File: config.mk
export PLATFORM = sky130hd
export DESIGN_NAME = br_pred_ctrl_flat
export DESIGN_NICKNAME = d
export VERILOG_FILES = /design/src/rtl/br_pred_ctrl_pkg.sv /design/src/rtl/br_pred_ctrl_if.sv /design/src/rtl/br_pred_ctrl_pred_fifo.sv /design/src/rtl/br_pred_ctrl.sv /design/src/flat_wrapper.sv
export SDC_FILE = /design/constraint.sdc
export NUM_CORES = 1
export LEC_CHECK = 0
export ABC_CLOCK_PERIOD_IN_PS = 37400
export CAP_MARGIN = 40
export CORE_MARGIN = 4
export CORE_UTILIZATION = 55
export CTS_CLUSTER_DIAMETER = 200
export CTS_CLUSTER_SIZE = 16
export DETAILED_ROUTE_END_ITERATION = 12
export GPL_TIMING_DRIVEN = 0
export PLACE_DENSITY_LB_ADDON = 0.3
export SYNTH_ARGS = -nofsm -noshare
export SYNTH_HDL_FRONTEND = slang
export SYNTH_SLANG_ARGS = --single-unit
File: constraint.sdc
create_clock -name clk -period 37.4 [get_ports clk]
set_clock_uncertainty 0.2 [all_clocks]
set_input_delay 7.48 -clock clk [delete_from_list [all_inputs] [get_ports clk]]
set_output_delay 7.48 -clock clk [all_outputs]
set_load 0.01 [all_outputs]
File: src/rtl/br_pred_ctrl_pkg.sv
// Shared types and helpers for the branch direction predictor: counter encodings,
// sweep FSM states and the PC-to-table index mapping.
package br_pred_ctrl_pkg;

  localparam logic [1:0] CNT_SNT = 2'b00;
  localparam logic [1:0] CNT_WNT = 2'b01;
  localparam logic [1:0] CNT_WT  = 2'b10;
  localparam logic [1:0] CNT_ST  = 2'b11;

  typedef enum logic {
    ST_INIT = 1'b0,
    ST_RUN  = 1'b1
  } state_e;

  // Instructions are word aligned, so pc[1:0] never selects an entry.
  function automatic logic [31:0] bht_idx(input logic [63:0] pc, input int unsigned depth);
    logic [63:0] mask;
    mask = 64'(depth) - 64'd1;
    return 32'((pc >> 2) & mask);
  endfunction

  function automatic logic [1:0] sat_step(input logic [1:0] cnt, input logic up);
    logic [1:0] nxt;
    nxt = cnt;
    unique case (cnt)
      CNT_SNT: nxt = up ? CNT_WNT : CNT_SNT;
      CNT_WNT: nxt = up ? CNT_WT  : CNT_SNT;
      CNT_WT:  nxt = up ? CNT_ST  : CNT_WNT;
      CNT_ST:  nxt = up ? CNT_ST  : CNT_WT;
      default: nxt = cnt;
    endcase
    return nxt;
  endfunction

endpackage

File: src/rtl/br_pred_ctrl_if.sv
// Fetch lookup, EX resolve and flush signals between the pipeline and the predictor.
interface br_pred_ctrl_if;
  logic        lk_valid;
  logic [63:0] lk_pc;
  logic        lk_ready;
  logic        lk_taken;
  logic        ex_valid;
  logic [63:0] ex_pc;
  logic        ex_taken;
  logic        ex_pr_taken;
  logic        flush;
  logic        q_err;

  modport master (
    output lk_valid, lk_pc, ex_valid, ex_pc, ex_taken, flush,
    input  lk_ready, lk_taken, ex_pr_taken, q_err
  );

  modport slave (
    input  lk_valid, lk_pc, ex_valid, ex_pc, ex_taken, flush,
    output lk_ready, lk_taken, ex_pr_taken, q_err
  );
endinterface

File: src/rtl/br_pred_ctrl_pred_fifo.sv
// In-order queue of 1-bit predictions between fetch and EX; flush empties it at once.
module pred_fifo #(
  parameter int DEPTH = 4
) (
  input  logic clk_i,
  input  logic rst_i,
  input  logic flush_i,
  input  logic push_i,
  input  logic din_i,
  input  logic pop_i,
  output logic dout_o,
  output logic empty_o,
  output logic full_o
);
  localparam int PTR_W = $clog2(DEPTH);
  localparam int CNT_W = PTR_W + 1;

  logic [DEPTH-1:0] mem_q, mem_d;
  logic [PTR_W-1:0] rd_q, rd_d, wr_q, wr_d;
  logic [CNT_W-1:0] cnt_q, cnt_d;
  logic             do_push, do_pop;

  assign empty_o = (cnt_q == '0);
  assign full_o  = (cnt_q == CNT_W'(DEPTH));
  assign dout_o  = mem_q[rd_q];

  assign do_push = push_i && !full_o;
  assign do_pop  = pop_i && !empty_o;

  always_comb begin
    mem_d = mem_q;
    rd_d  = rd_q;
    wr_d  = wr_q;
    cnt_d = cnt_q;
    if (do_push) begin
      mem_d[wr_q] = din_i;
      wr_d        = wr_q + PTR_W'(1);
    end
    if (do_pop) rd_d = rd_q + PTR_W'(1);
    unique case ({do_push, do_pop})
      2'b10:   cnt_d = cnt_q + CNT_W'(1);
      2'b01:   cnt_d = cnt_q - CNT_W'(1);
      default: cnt_d = cnt_q;
    endcase
    // Flush wins over any same-cycle push or pop.
    if (flush_i) begin
      rd_d  = '0;
      wr_d  = '0;
      cnt_d = '0;
    end
  end

  always_ff @(posedge clk_i) begin
    if (rst_i) begin
      rd_q  <= '0;
      wr_q  <= '0;
      cnt_q <= '0;
    end else begin
      rd_q  <= rd_d;
      wr_q  <= wr_d;
      cnt_q <= cnt_d;
    end
  end

  // Payload needs no reset: entries are only read once counted valid.
  always_ff @(posedge clk_i) begin
    mem_q <= mem_d;
  end

endmodule

File: src/rtl/br_pred_ctrl.sv
// Branch direction predictor: 2-bit counter table with a reset sweep, an in-order
// prediction queue feeding the branch ALU, and training on EX resolution.
module br_pred_ctrl
  import br_pred_ctrl_pkg::*;
#(
  parameter int BHT_DEPTH   = 256,
  parameter int QUEUE_DEPTH = 4
) (
  input  logic           clk,
  input  logic           rst,
  br_pred_ctrl_if.slave  bus
);
  localparam int IDX_W = $clog2(BHT_DEPTH);

  state_e           state_q, state_d;
  logic [IDX_W-1:0] sweep_q, sweep_d;
  logic [1:0]       bht_q [BHT_DEPTH];
  logic             q_err_q, q_err_d;

  logic             run;
  logic [IDX_W-1:0] lk_idx, ex_idx;
  logic [1:0]       lk_cnt, ex_cnt, ex_cnt_nxt;
  logic             fifo_full, fifo_empty, fifo_dout;
  logic             push, pop, train;

  assign run    = (state_q == ST_RUN);
  assign lk_idx = IDX_W'(bht_idx(bus.lk_pc, BHT_DEPTH));
  assign ex_idx = IDX_W'(bht_idx(bus.ex_pc, BHT_DEPTH));
  assign lk_cnt = bht_q[lk_idx];
  assign ex_cnt = bht_q[ex_idx];
  assign ex_cnt_nxt = sat_step(ex_cnt, bus.ex_taken);

  // Reads see the registered table, so same-cycle training is visible next cycle.
  assign bus.lk_ready    = run && !fifo_full;
  assign bus.lk_taken    = bus.lk_ready ? lk_cnt[1] : 1'b0;
  assign bus.ex_pr_taken = (run && !fifo_empty) ? fifo_dout : 1'b0;
  assign bus.q_err       = q_err_q;

  assign push  = bus.lk_valid && bus.lk_ready;
  assign pop   = run && bus.ex_valid && !fifo_empty;
  assign train = run && bus.ex_valid;

  always_comb begin
    state_d = state_q;
    sweep_d = sweep_q;
    unique case (state_q)
      ST_INIT: begin
        sweep_d = sweep_q + IDX_W'(1);
        if (sweep_q == IDX_W'(BHT_DEPTH - 1)) state_d = ST_RUN;
      end
      ST_RUN:  state_d = ST_RUN;
      default: state_d = ST_INIT;
    endcase
  end

  assign q_err_d = q_err_q | (train && fifo_empty);

  always_ff @(posedge clk) begin
    if (rst) begin
      state_q <= ST_INIT;
      sweep_q <= '0;
      q_err_q <= 1'b0;
    end else begin
      state_q <= state_d;
      sweep_q <= sweep_d;
      q_err_q <= q_err_d;
    end
  end

  // Sweep and training share the single write port; they never overlap in time.
  always_ff @(posedge clk) begin
    if (!rst) begin
      if (state_q == ST_INIT)
        bht_q[sweep_q] <= CNT_WNT;
      else if (train)
        bht_q[ex_idx] <= ex_cnt_nxt;
    end
  end

  pred_fifo #(
    .DEPTH (QUEUE_DEPTH)
  ) u_pred_fifo (
    .clk_i   (clk),
    .rst_i   (rst),
    .flush_i (bus.flush),
    .push_i  (push),
    .din_i   (bus.lk_taken),
    .pop_i   (pop),
    .dout_o  (fifo_dout),
    .empty_o (fifo_empty),
    .full_o  (fifo_full)
  );

endmodule

File: src/flat_wrapper.sv
// flat-port wrapper written by rule: the top's interface ports become plain ports
module br_pred_ctrl_flat import br_pred_ctrl_pkg::*;
#(
  parameter int BHT_DEPTH   = 256,
  parameter int QUEUE_DEPTH = 4
)
  (clk, rst, bus_lk_valid, bus_lk_pc, bus_ex_valid, bus_ex_pc, bus_ex_taken, bus_flush, bus_lk_ready, bus_lk_taken, bus_ex_pr_taken, bus_q_err);
  br_pred_ctrl_if bus_i ();
  input  logic clk;
  input  logic rst;
  input wire logic [$bits(bus_i.lk_valid)-1:0] bus_lk_valid;
  input wire logic [$bits(bus_i.lk_pc)-1:0] bus_lk_pc;
  input wire logic [$bits(bus_i.ex_valid)-1:0] bus_ex_valid;
  input wire logic [$bits(bus_i.ex_pc)-1:0] bus_ex_pc;
  input wire logic [$bits(bus_i.ex_taken)-1:0] bus_ex_taken;
  input wire logic [$bits(bus_i.flush)-1:0] bus_flush;
  output wire logic [$bits(bus_i.lk_ready)-1:0] bus_lk_ready;
  output wire logic [$bits(bus_i.lk_taken)-1:0] bus_lk_taken;
  output wire logic [$bits(bus_i.ex_pr_taken)-1:0] bus_ex_pr_taken;
  output wire logic [$bits(bus_i.q_err)-1:0] bus_q_err;
  assign bus_i.lk_valid = bus_lk_valid;
  assign bus_i.lk_pc = bus_lk_pc;
  assign bus_i.ex_valid = bus_ex_valid;
  assign bus_i.ex_pc = bus_ex_pc;
  assign bus_i.ex_taken = bus_ex_taken;
  assign bus_i.flush = bus_flush;
  assign bus_lk_ready = bus_i.lk_ready;
  assign bus_lk_taken = bus_i.lk_taken;
  assign bus_ex_pr_taken = bus_i.ex_pr_taken;
  assign bus_q_err = bus_i.q_err;
  br_pred_ctrl #(.BHT_DEPTH(BHT_DEPTH), .QUEUE_DEPTH(QUEUE_DEPTH)) u_core (.clk(clk), .rst(rst), .bus(bus_i));
endmodule
## Word level (Yosys, flattened, before mapping)

Memories as Yosys holds them, arrays and structs flattened.
Cells that the tools add are included.

| storage, ports and cells | value |
|---|---|
| bits in registers | 21 |
| memory bits (writable) | 512 |
| word-level logic and storage cells | 66 |
| bits of input ports | 134 |
| memories | 1 |
| output and inout bits | 4 |

Memories:

| memory | depth | width | read ports | clocked after memory_dff | write ports | RTL line | RTL |
|---|---|---|---|---|---|---|---|
| u_core.bht_q | 256 | 2 | 2 | 0 | 1 | br_pred_ctrl.sv:17 | `logic [1:0] bht_q [BHT_DEPTH];` |

| cells by class | value |
|---|---|
| add/subtract/negate cells | 5 |
| magnitude comparators | 3 |
| bitwise operators | 2 |
| reductions and logical operators | 16 |
| mux-type cells | 25 |
| eq/ne operators | 7 |

Operator list:

| cell | count |
|---|---|
| $mux W1 | 15 |
| $logic_and A1 B1 Y1 | 9 |
| $add A8 B1 Y8 const B | 1 |
| $eq A8 B8 Y1 const B | 1 |
| $mux W8 | 1 |
| $pmux W2 S4 | 1 |
| $eq A2 B2 Y1 const B | 3 |
| $lt A2 B3 Y1 const B | 2 |
| $mux W2 | 3 |
| $pmux W3 S2 | 1 |
| $add A2 B1 Y2 const B | 2 |
| $bwmux W4 | 1 |
| $eq A2 B1 Y1 const B | 2 |
| $reduce_or A2 Y1 | 2 |
| $add A3 B1 Y3 const B | 1 |
| $eq A3 B3 Y1 const B | 1 |
| $logic_not A3 Y1 | 1 |
| $sub A3 B1 Y3 const B | 1 |
| $bmux W1 S2 | 1 |
| $demux W1 S2 | 1 |
| $ge A2 B1 Y1 const B | 1 |
| $logic_not A1 Y1 | 2 |
| $logic_not A2 Y1 | 1 |
| $pmux W1 S2 | 1 |
| 3 further kinds | 3 |

## Depth between registers and ports, before layout

| depth | value |
|---|---|
| depth in word-level cells | 7 |
| depth in mapped cells | 13 |
| mapped depth without buffers | 10 |

## Cells and area by module

From an unflattened synthesis, not the netlist that was laid out.

| unflattened totals | value |
|---|---|
| cell total of the unflattened synthesis | 1449 |
| area total of the unflattened synthesis | 24109.4 um2 |

By module, submodules not included:

| module | instances | cells each | sequential area each (um2) | area an instance (um2) |
|---|---|---|---|---|
| br_pred_ctrl | 1 | 1390 | 15574.9 | 23513.8 |
| pred_fifo | 1 | 59 | 260.2 | 595.6 |

## Least setup slack after synthesis

No wires, ideal clock.

| timing | value |
|---|---|
| kind | input to register |
| start | input port bus_ex_pc[2] |
| end | memory u_core.bht_q[0][1], data pin |
| cell stages on the path | 12 |
| path slack | 19309 ps |
| arrival time | 16318 ps |
| cells stage by stage | buf_4 -> buf_8 -> buf_8 -> buf_8 -> mux2i_1 -> o221ai_1 -> o22ai_1 -> or3_1 -> a311o_1 -> o32ai_2 -> o21ai_1 -> a21oi_1 |

| on the way | value |
|---|---|
| longest elaborated chain between the ends | 4 |
| elaborated cells on any way between the ends | 7 |
| classes of those cells | 3 x eq/ne; 2 x mux; 1 x reduce/logical; 1 x memory |

RTL lines:

| item | RTL line | RTL |
|---|---|---|
| start: declaration | flat_wrapper.sv:14 | `input wire logic [$bits(bus_i.ex_pc)-1:0] bus_ex_pc;` |
| $mem_v2 Z256 W2 (*) | -- |  |
| $eq A2 B2 Y1, or another cell as far along | br_pred_ctrl_pkg.sv:25 | `unique case (cnt)` |
| $pmux W2 S4 (*) | br_pred_ctrl_pkg.sv:25 |  |
| $mux W2 (no line) (*) | -- |  |
| end: declaration | br_pred_ctrl.sv:17 |  |

Every way passes the cells marked *; elsewhere a longest branch is shown, timed or not.

## Final worst setup path

| timing | value |
|---|---|
| start | input port bus_lk_pc[3] |
| end | output port bus_lk_taken |

| on the way | value |
|---|---|
| longest elaborated chain between the ends | 2 |

RTL lines:

| item | RTL line | RTL |
|---|---|---|
| start: declaration | flat_wrapper.sv:12 | `input wire logic [$bits(bus_i.lk_pc)-1:0] bus_lk_pc;` |
| $mem_v2 Z256 W2 | -- |  |
| $mux W1 | br_pred_ctrl.sv:35 | `assign bus.lk_taken = bus.lk_ready ? lk_cnt[1] : 1'b0;` |
| end: declaration | flat_wrapper.sv:18 | `output wire logic [$bits(bus_i.lk_taken)-1:0] bus_lk_taken;` |

No other way between the ends.

==> results.json <==
{
  "grt_pass1_wl_mm": 106,
  "worst_pin_slew_ns": 1.01,
  "status": "finished, final reports clean",
  "crit_top_cell": "mux4_2",
  "hp-class": "reg -> reg",
  "diodes": 0,
  "netlist_area_um2": 24200,
  "maxSlewHeadroom": 0.327,
  "cp_data_required_time_ns": 29.72,
  "grt_pass1_vias": 15200,
  "slowest_delay_ns": 0.53,
  "cts_resized": 0,
  "cts.path.max_buffers": 3,
  "drc": 0,
  "drt_iter0_drc": 2872,
  "ys_warn_count": 0,
  "vias_per_cell": 7.15,
  "fin_crit_sh": 0.506,
  "port_buffers": 19,
  "rsz0062_at_grt": "false",
  "finalMaxSlewViolations": 0,
  "ys_async_sr_fraction": 0,
  "total_power_uw": 1110,
  "clk_latency_ns": 0.58,
  "die_w_um": 218,
  "finalSetupViolations": 0,
  "first_pass_iters": 5,
  "cts_tree": "done",
  "layout-drive-gt1-share": 0.214,
  "worst_path_max_delay_cell": "mux4_2",
  "synth_area_per_cell_um2": 16.6,
  "cts_buffers": 39,
  "cts_sinks": 533,
  "synth_edf_count": 516,
  "synth_area_leader_cell": "edfxtp_1",
  "fin_crit_ns": 18.92,
  "place.gp.congestion": 1.02,
  "initial_core_util": 0.560,
  "synth_nets": 1596,
  "arrival_ns": 11.24,
  "fillCellCount": 3093,
  "hold_viol": 0,
  "grt_use_total": 0.318,
  "path_clk_slew_ns": 0.07,
  "yosys_register_bits": 533,
  "grt.overflow.total": 0,
  "area_growth_pct": 11.7,
  "final_nets": 1701,
  "drv_cap": 0,
  "dieArea_um2": 47400,
  "fin_tns_setup_ns": 0,
  "detail_route.wl_per_cell_um": 34.6,
  "path_cells": "clkbuf_1 > buf_8 > clkbuf_1 > buf_8 > mux4_2 > mux4_2 > mux4_2 > mux2i_1 > nand2_1 > o211a_1 > clkdlybuf4s50_1",
  "ant_nets": 0,
  "synthTopCellsByArea": "edfxtp_1 64%, mux4_2 18%, nor2_1 4.4%, mux2i_1 2.1%, dfxtp_1 1.4%",
  "rows": 76,
  "grt_max_degree": 47,
  "io-pin-count": 138,
  "pwr_density_cell_nw_per_um2": 41.1,
  "synth.distinct_cells": 56,
  "irDropWorstVdd_uv": 42.7,
  "fmax_mhz": 52.8,
  "start_kind": "input pin",
  "die_h_um": 218,
  "crit_type": "in -> out",
  "ys_seq_area_frac": 0.654,
  "p_leak_uw": 0.00940,
  "multiInputGateArea_um2": 7780,
  "cts_hold_buffers": 0,
  "h-tree-depth": 2,
  "antenna_found_initial": 0,
  "routed_wl_mm": 74.6,
  "preCtsSetupSlack_ns": 18.53,
  "crit_path_max_fanout": 7,
  "netlist_instances": 1455,
  "vias": 15400,
  "post_cts_buffers": 0,
  "final-seq-area_um2": 15800,
  "yosysTopAreaCellShare": 0.640,
  "dp_hpwl_mm": 52.6,
  "yosys_most_used_dff": "edfxtp_1",
  "coreArea_um2": 43300,
  "end_kind": "output port",
  "layout_setup_ws_ns": 18.48,
  "root_buffer": "clkbuf_16"
}
-- metal layers --
metal,up-vias,share of wire,global-route usage
met5,-,0,0
li1,5992,-,-
met3,250,0.13,0.0745
met1,7841,0.34,0.428
met4,0,0.064,0.156
met2,1310,0.46,0.497
-- cell usage in the layout, fill, tap and decap left out, drive strengths merged, types with 12 or more instances in the layout --
| master | synthesis | layout |
|---|---|---|
| edfxtp | 516 | 516 |
| clkbuf | 59 | 106 |
| nor2 | 283 | 283 |
| o21ai | 12 | 12 |
| o22ai | 15 | 15 |
| inv | 13 | 14 |
| dfxtp | 17 | 17 |
| clkdlybuf4s50 | 0 | 19 |
| nand3 | 19 | 19 |
| mux4 | 196 | 196 |
| buf | 43 | 88 |
| o221ai | 21 | 21 |
| a21oi | 21 | 21 |
| mux2i | 52 | 52 |
| nand2 | 61 | 61 |
-- layout make-up --
cell class / instances / share of cell area
repair buffers: 64 / 0.0373
flip-flops and latches: 533 / 0.586
plain buffers: 102 / 0.0207
clock inverters: 3 / 0.00153
clock buffers: 47 / 0.0380
well taps: 585 / 0.0271
multi-input cells: 806 / 0.288
inverters: 14 / 0.00194
-- final timing paths --
| check | slack (ns) | cells after the start | startpoint | end |
|---|---|---|---|---|
| setup / recovery | 18.48 | 11 | bus_lk_pc[3] | bus_lk_taken |
| hold / removal | 0.26 | 2 | u_core.bus.q_err$_SDFF_PP0_ | u_core.bus.q_err$_SDFF_PP0_ |
| setup reg to reg | 33.08 | 10 | u_core.run$_SDFF_PP0_ | u_core.bht_q[208][1]$_DFFE_PP_ |
| hold reg to reg | 0.26 | 2 | u_core.bus.q_err$_SDFF_PP0_ | u_core.bus.q_err$_SDFF_PP0_ |
-- sequential cells by signal, indices dropped and copies added (netlist names) --
name	cells
u_core.bht_q	512
u_core.sweep_q	8
u_core.u_pred_fifo.mem_q	4
u_core.u_pred_fifo.cnt_q	3
u_core.u_pred_fifo.rd_q	2
u_core.u_pred_fifo.wr_q	2
u_core.bus.q_err	1
u_core.run	1
-- cells by family (layout without fill, tap and decap cells) --
group,Yosys count,after routing,synth area share
DFF,533,533,0.654
and+or+nand+nor,424,424,0.0733
muxes,254,254,0.207
buffers and inverters,116,230,0.0253
AOI/OAI and AO/OA,109,109,0.0324
xor gates and xnor gates,12,12,0.00434
adders and majority gates,7,7,0.00393
-- per-stage QoR --
step                      cell area [µm²]  std cells  hold WS [ns]   util
after floorplan                     24200       1455         0.267      -
final                               27000       2154         0.264  0.625
after detailed placement            26000       2104         0.260  0.600
after global routing                27000       2154         0.317  0.625
after CTS                           27000       2154         0.262  0.625
after global placement              25100       2059         0.251  0.581
-- Yosys cell counts (7+ instances only) --
cell type,count
inv_1,13
mux2i_1,52
nand2_1,61
a21oi_1,21
buf_4,10
o221ai_1,21
buf_2,13
nand3b_1,7
xor2_1,8
nor2_1,283
and3_1,7
or3_1,10
o22ai_1,15
buf_6,9
o21ai_0,10
nor2b_1,11
edfxtp_1,516
mux4_2,196
dfxtp_1,17
clkbuf_1,59
nand3_1,19
-- power breakdown --
group          switching [µW]  internal, µW
registers               0.574           644
clock network             201           194
logic                    46.3          26.4
-- critical path, delay by kind of cell --
kind                   cells  cell delay, ns
AO/OA/AOI/OAI              1            0.21
AND/OR/NAND/NOR            1            0.10
multiplexers               4            1.77
buffers and inverters      5            1.67
Power figures use the tool's default switching activity.
